`src/rtl/vc_arbiter.sv`:
```
// Two-VC to one-output arbiter with a registered forwarding stage.
// Define VC_ARB_WRR_EN for weighted round-robin; otherwise VC0 has strict priority.
module vc_arbiter #(
   parameter int DATA_W     = 6,
   parameter int VC0_WEIGHT = 4
) (
   input  logic              clk,
   input  logic              reset_L,
   input  logic              vc0_empty,
   input  logic              vc1_empty,
   input  logic [DATA_W-1:0] vc0_data,
   input  logic [DATA_W-1:0] vc1_data,
   input  logic              pause_d0,
   input  logic              pause_d1,
   output logic              pop_vc0,
   output logic              pop_vc1,
   output logic [DATA_W-1:0] data_out,
   output logic              valid_out,
   output logic [1:0]        grant
);

   typedef enum logic [1:0] {
      IDLE      = 2'b00,
      SERVE_VC0 = 2'b01,
      SERVE_VC1 = 2'b10
   } state_t;

   state_t state;
   logic   eligible;
   logic   pick0;
   logic   pick1;

   assign eligible = !pause_d0 && !pause_d1;

`ifdef VC_ARB_WRR_EN
   localparam logic [2:0] WEIGHT = 3'(VC0_WEIGHT);

   logic [2:0] credit;
   logic       credit_ok;

   assign credit_ok = (credit < WEIGHT);

   always_comb begin
      pick0 = eligible && !vc0_empty && (vc1_empty || credit_ok);
      pick1 = eligible && !vc1_empty && !pick0;
   end

   // Credit counts consecutive VC0 pops, saturating at the weight.
   always_ff @(posedge clk or negedge reset_L) begin
      if (!reset_L) begin
         credit <= '0;
      end else if (pop_vc0) begin
         if (credit_ok)
            credit <= credit + 3'd1;
      end else if (pop_vc1) begin
         credit <= '0;
      end
   end
`else
   logic unused_weight;
   assign unused_weight = |VC0_WEIGHT;

   always_comb begin
      pick0 = eligible && !vc0_empty;
      pick1 = eligible && !vc1_empty && vc0_empty;
   end
`endif

   // Strobes are gated by reset so they drop without waiting for a clock.
   assign pop_vc0 = pick0 && reset_L;
   assign pop_vc1 = pick1 && reset_L;

   always_ff @(posedge clk or negedge reset_L) begin
      if (!reset_L) begin
         state     <= IDLE;
         data_out  <= '0;
         valid_out <= 1'b0;
      end else if (pop_vc0) begin
         state     <= SERVE_VC0;
         data_out  <= vc0_data;
         valid_out <= 1'b1;
      end else if (pop_vc1) begin
         state     <= SERVE_VC1;
         data_out  <= vc1_data;
         valid_out <= 1'b1;
      end else begin
         state     <= IDLE;
         valid_out <= 1'b0;
      end
   end

   assign grant = state;

endmodule

```
`config.mk`:
```
export PLATFORM = sky130hd
export DESIGN_NAME = vc_arbiter
export DESIGN_NICKNAME = d
export VERILOG_FILES = /design/src/rtl/vc_arbiter.sv
export SDC_FILE = /design/constraint.sdc
export NUM_CORES = 1
export LEC_CHECK = 0
export ABC_AREA = 1
export BUFFER_PORTS_ARGS = -buffer_cell sky130_fd_sc_hd__buf_4
export CORE_AREA = 5 5 42 44
export CTS_BUF_LIST = sky130_fd_sc_hd__clkbuf_8
export DETAILED_ROUTE_END_ITERATION = 12
export DIE_AREA = 0 0 47 49
export HOLD_SLACK_MARGIN = 0.03
export PLACE_DENSITY = 0.74
export SYNTH_ARGS = -nofsm -noshare
export SYNTH_HDL_FRONTEND = slang
export SYNTH_SLANG_ARGS = --single-unit
```
`constraint.sdc`:
```
create_clock -name clk -period 2.3 [get_ports clk]
set_input_delay 0.46 -clock clk [delete_from_list [all_inputs] [get_ports clk]]
set_output_delay 0.46 -clock clk [all_outputs]
set_load 0.01 [all_outputs]
```
==> reports/metrics.csv <==
stage;metric;value;unit
global_routing;overflow;0;
pwr;pwr-share-seq;39.5;%
placed_design;gp_congestion;0.739;
clock_tree;path_clk_slew;0.05;ns
setup_path;critPathCaptureType;output pin;
setup_path;critical_path_arrival;1.27;ns
pwr;pwr-share-comb;25.1;%
synthesis;ys_types;11;
clock_tree;cts_buffers;3;
run_status;status;finished, final reports clean;
sta;rsz0062_at_grt;no;
final_layout;antenna_cells;0;
route;vias_per_cell;4.64;
final_layout;final_cell_area;748;µm²
final_layout;fin_nets;106;
synthesis;yosysSeqAreaShare;46.5;%
route;drc;0;
route;drtIter0Drc;5;
pwr;ir_drop;0.244;mV
synthesis;yosys-top-cells-area;dfrtp_1, nand2_1, nand3_1, nand2_4, nor2_8;
setup_path;ff2ff_setup_slack;1.64;ns
global_routing;grt_pass1_wl;2.04;mm
synthesis;yosysWarnings;0;
sta;fin_setup_tns;0;ns
setup_path;worst_r2r_path_depth;2;
setup_path;crit_type;in -> out;
synthesis;syn_avg_cell_area;8.65;µm²
die;ioPinCount;29;
sta;max_freq;579;MHz
clock_tree;cts_resized;0;
synthesis;synth_top_area_share;46.5;%
sta;fin_crit_sh;75.1;%
synthesis;synthArstFlopShare;100;%
clock_tree;clock_sinks;9;
synthesis;synth-main-ff-cell;dfrtp_1;
final_layout;stdcell_count;103;
final_layout;drive_gt1_share;44.8;%
clock_tree;root_buffer;clkbuf_8;
route;vias;478;
placed_design;dpl.hpwl;1.01;mm
route;dr.pass1.iters;3;
setup_path;crit_required;1.84;ns
sta;finalHoldViolCount;0;
sta;slew_violations;0;
placed_design;place_area;703;µm²
global_routing;grt_pass1_vias;509;
synthesis;netlist_instances;56;
die;num_rows;14;
pwr;power.internal;0.366;mW
die;die_h;49;µm
sta;min_period;1.73;ns
pwr;cellPowerDensity;668;nW/µm²
pwr;p_clk_share;35.4;%
clock_tree;ctsLongestPathBuffers;2;
setup_path;crit_path_max_fanout;14;
route;finalWirelength;1.23;mm
route;drtAntennaViolNets;0;
placed_design;dp_cells;99;
sta;worstMarginPinSlew;0.195;ns
route;wl_per_cell;11.9;µm
flow_run;drv_cap;0;
global_routing;antenna_found_initial;0;
sta;slew_headroom;87.0;%
setup_path;timing.rr.start;data_out[3];
synthesis;mappedNetlistArea;484;µm²
synthesis;syn_nets;74;
die;coreArea;1400;µm²
pwr;p_sw_share;26.8;%
synthesis;synth_edf_count;0;
global_routing;grt_max_degree;15;
die;die_area;2300;µm²
sta;skew;0;ns
final_layout;fillers;137;
clock_tree;worst_skew_pair.late_latency;0.23;ns
final_layout;syn2layout_area_growth;54.5;%
clock_tree;post_cts.repair.setup_buffers;0;
die;start_util;34.6;%
placed_design;port_buffers;28;
sta;setup_viol_count_final;0;
pwr;p_switching;0.134;mW
pwr;p_leak;0.453;nW
synthesis;yosys.cell_count.top_type;nand2_1;
synthesis;yosys.area.top_type;dfrtp_1;
min_path;min_path_type;in -> async;
clock_tree;cts_tree;yes;
synthesis;synth_common_cells;nand2_1, nand3_1, dfrtp_1, inv_1, nand2_2;
clock_tree;cts-htree-levels;1;
setup_path;r2r-end;data_out[3];
clock_tree;ctsHoldBuffers;0;
setup_path;crit_path_start_kind;primary input;
synthesis;ys_ff_latch;9;
die;dieWidth;47;µm
global_routing;grt.total_usage;12.0;%
-- power groups by stage --
| stage | clock (mW) | sequential, mW | combinational (mW) |
|---|---|---|---|
| 3_3_place_gp | 0 | 0.198 | 0.124 |
| 6_report | 0.177 | 0.198 | 0.125 |
| 2_1_floorplan | 0 | 0.208 | 0.0413 |
| 3_5_place_dp | 0 | 0.199 | 0.128 |
| 4_1_cts | 0.181 | 0.198 | 0.128 |
| 5_1_grt | 0.191 | 0.200 | 0.138 |
-- metrics by stage --
step | worst slack, ns | hold slack, ns | utilization, % | power (mW)
floorplan | 0.847 | 0.164 | - | 0.250
CTS | 0.552 | 0.0500 | 53.4 | 0.506
global route | 0.460 | 0.0535 | 53.4 | 0.529
detailed placement | 0.553 | 0.293 | 50.2 | 0.327
global placement | 0.587 | 0.291 | 50.2 | 0.323
finish | 0.574 | 0.0503 | 53.4 | 0.500
-- placed cells by master (no fill, tap or decap) --
cell type,netlist,final
nor2_4,1,1
clkbuf_8,0,3
inv_1,4,5
nand2_2,3,3
nor2_8,1,1
dfrtp_1,9,9
nand3_1,12,12
nand3_4,1,1
nand2_4,2,2
nand2_1,21,21
nor2_1,1,1
buf_4,0,28
-- worst max-delay path by stage --
stage	from	to	slack, ns	cells past startpoint
after detailed placement	reset_L	pop_vc1	0.55	6
after global routing	reset_L	pop_vc0	0.46	6
after floorplan	reset_L	pop_vc0	0.85	5
final	reset_L	pop_vc0	0.57	6
after global placement	reset_L	pop_vc1	0.59	6
after CTS	reset_L	pop_vc1	0.55	6
-- sequential cells by signal, indices dropped and copies added, names as in the netlist --
signal and flops:
valid_out 1, grant 2, data_out 6
-- cell families after synthesis --
logic type | after synthesis | synth area share [%]
simple gates | 42 | 48.1
buf+inv | 5 | 5.43
flops | 9 | 46.5
-- worst max-delay path, stage by stage --
cell	delay (ns)
buf_4	0.16
inv_1	0.10
nor2_4	0.17
nand2_4	0.15
inv_1	0.10
buf_4	0.12
-- routing by layer --
metal / share of wire [%] / up-vias / track usage, %
met5: 0 / - / 0
met4: 0 / 0 / 2.76
met3: 9.7 / 0 / 5.90
met2: 54 / 20 / 19.9
met1: 36 / 219 / 13.3
li1: - / 239 / -
-- layout make-up --
cell class,instances,area [µm²],area share (%)
multi-input cells,42,233,31.1
flip-flops and latches,9,225,30.1
repair buffers,28,210,28.1
well taps,16,20.0,2.68
clock buffers,3,41.3,5.52
clock inverters,1,3.75,0.502
inverters,4,15.0,2.01
Power figures use the tool's default switching activity.
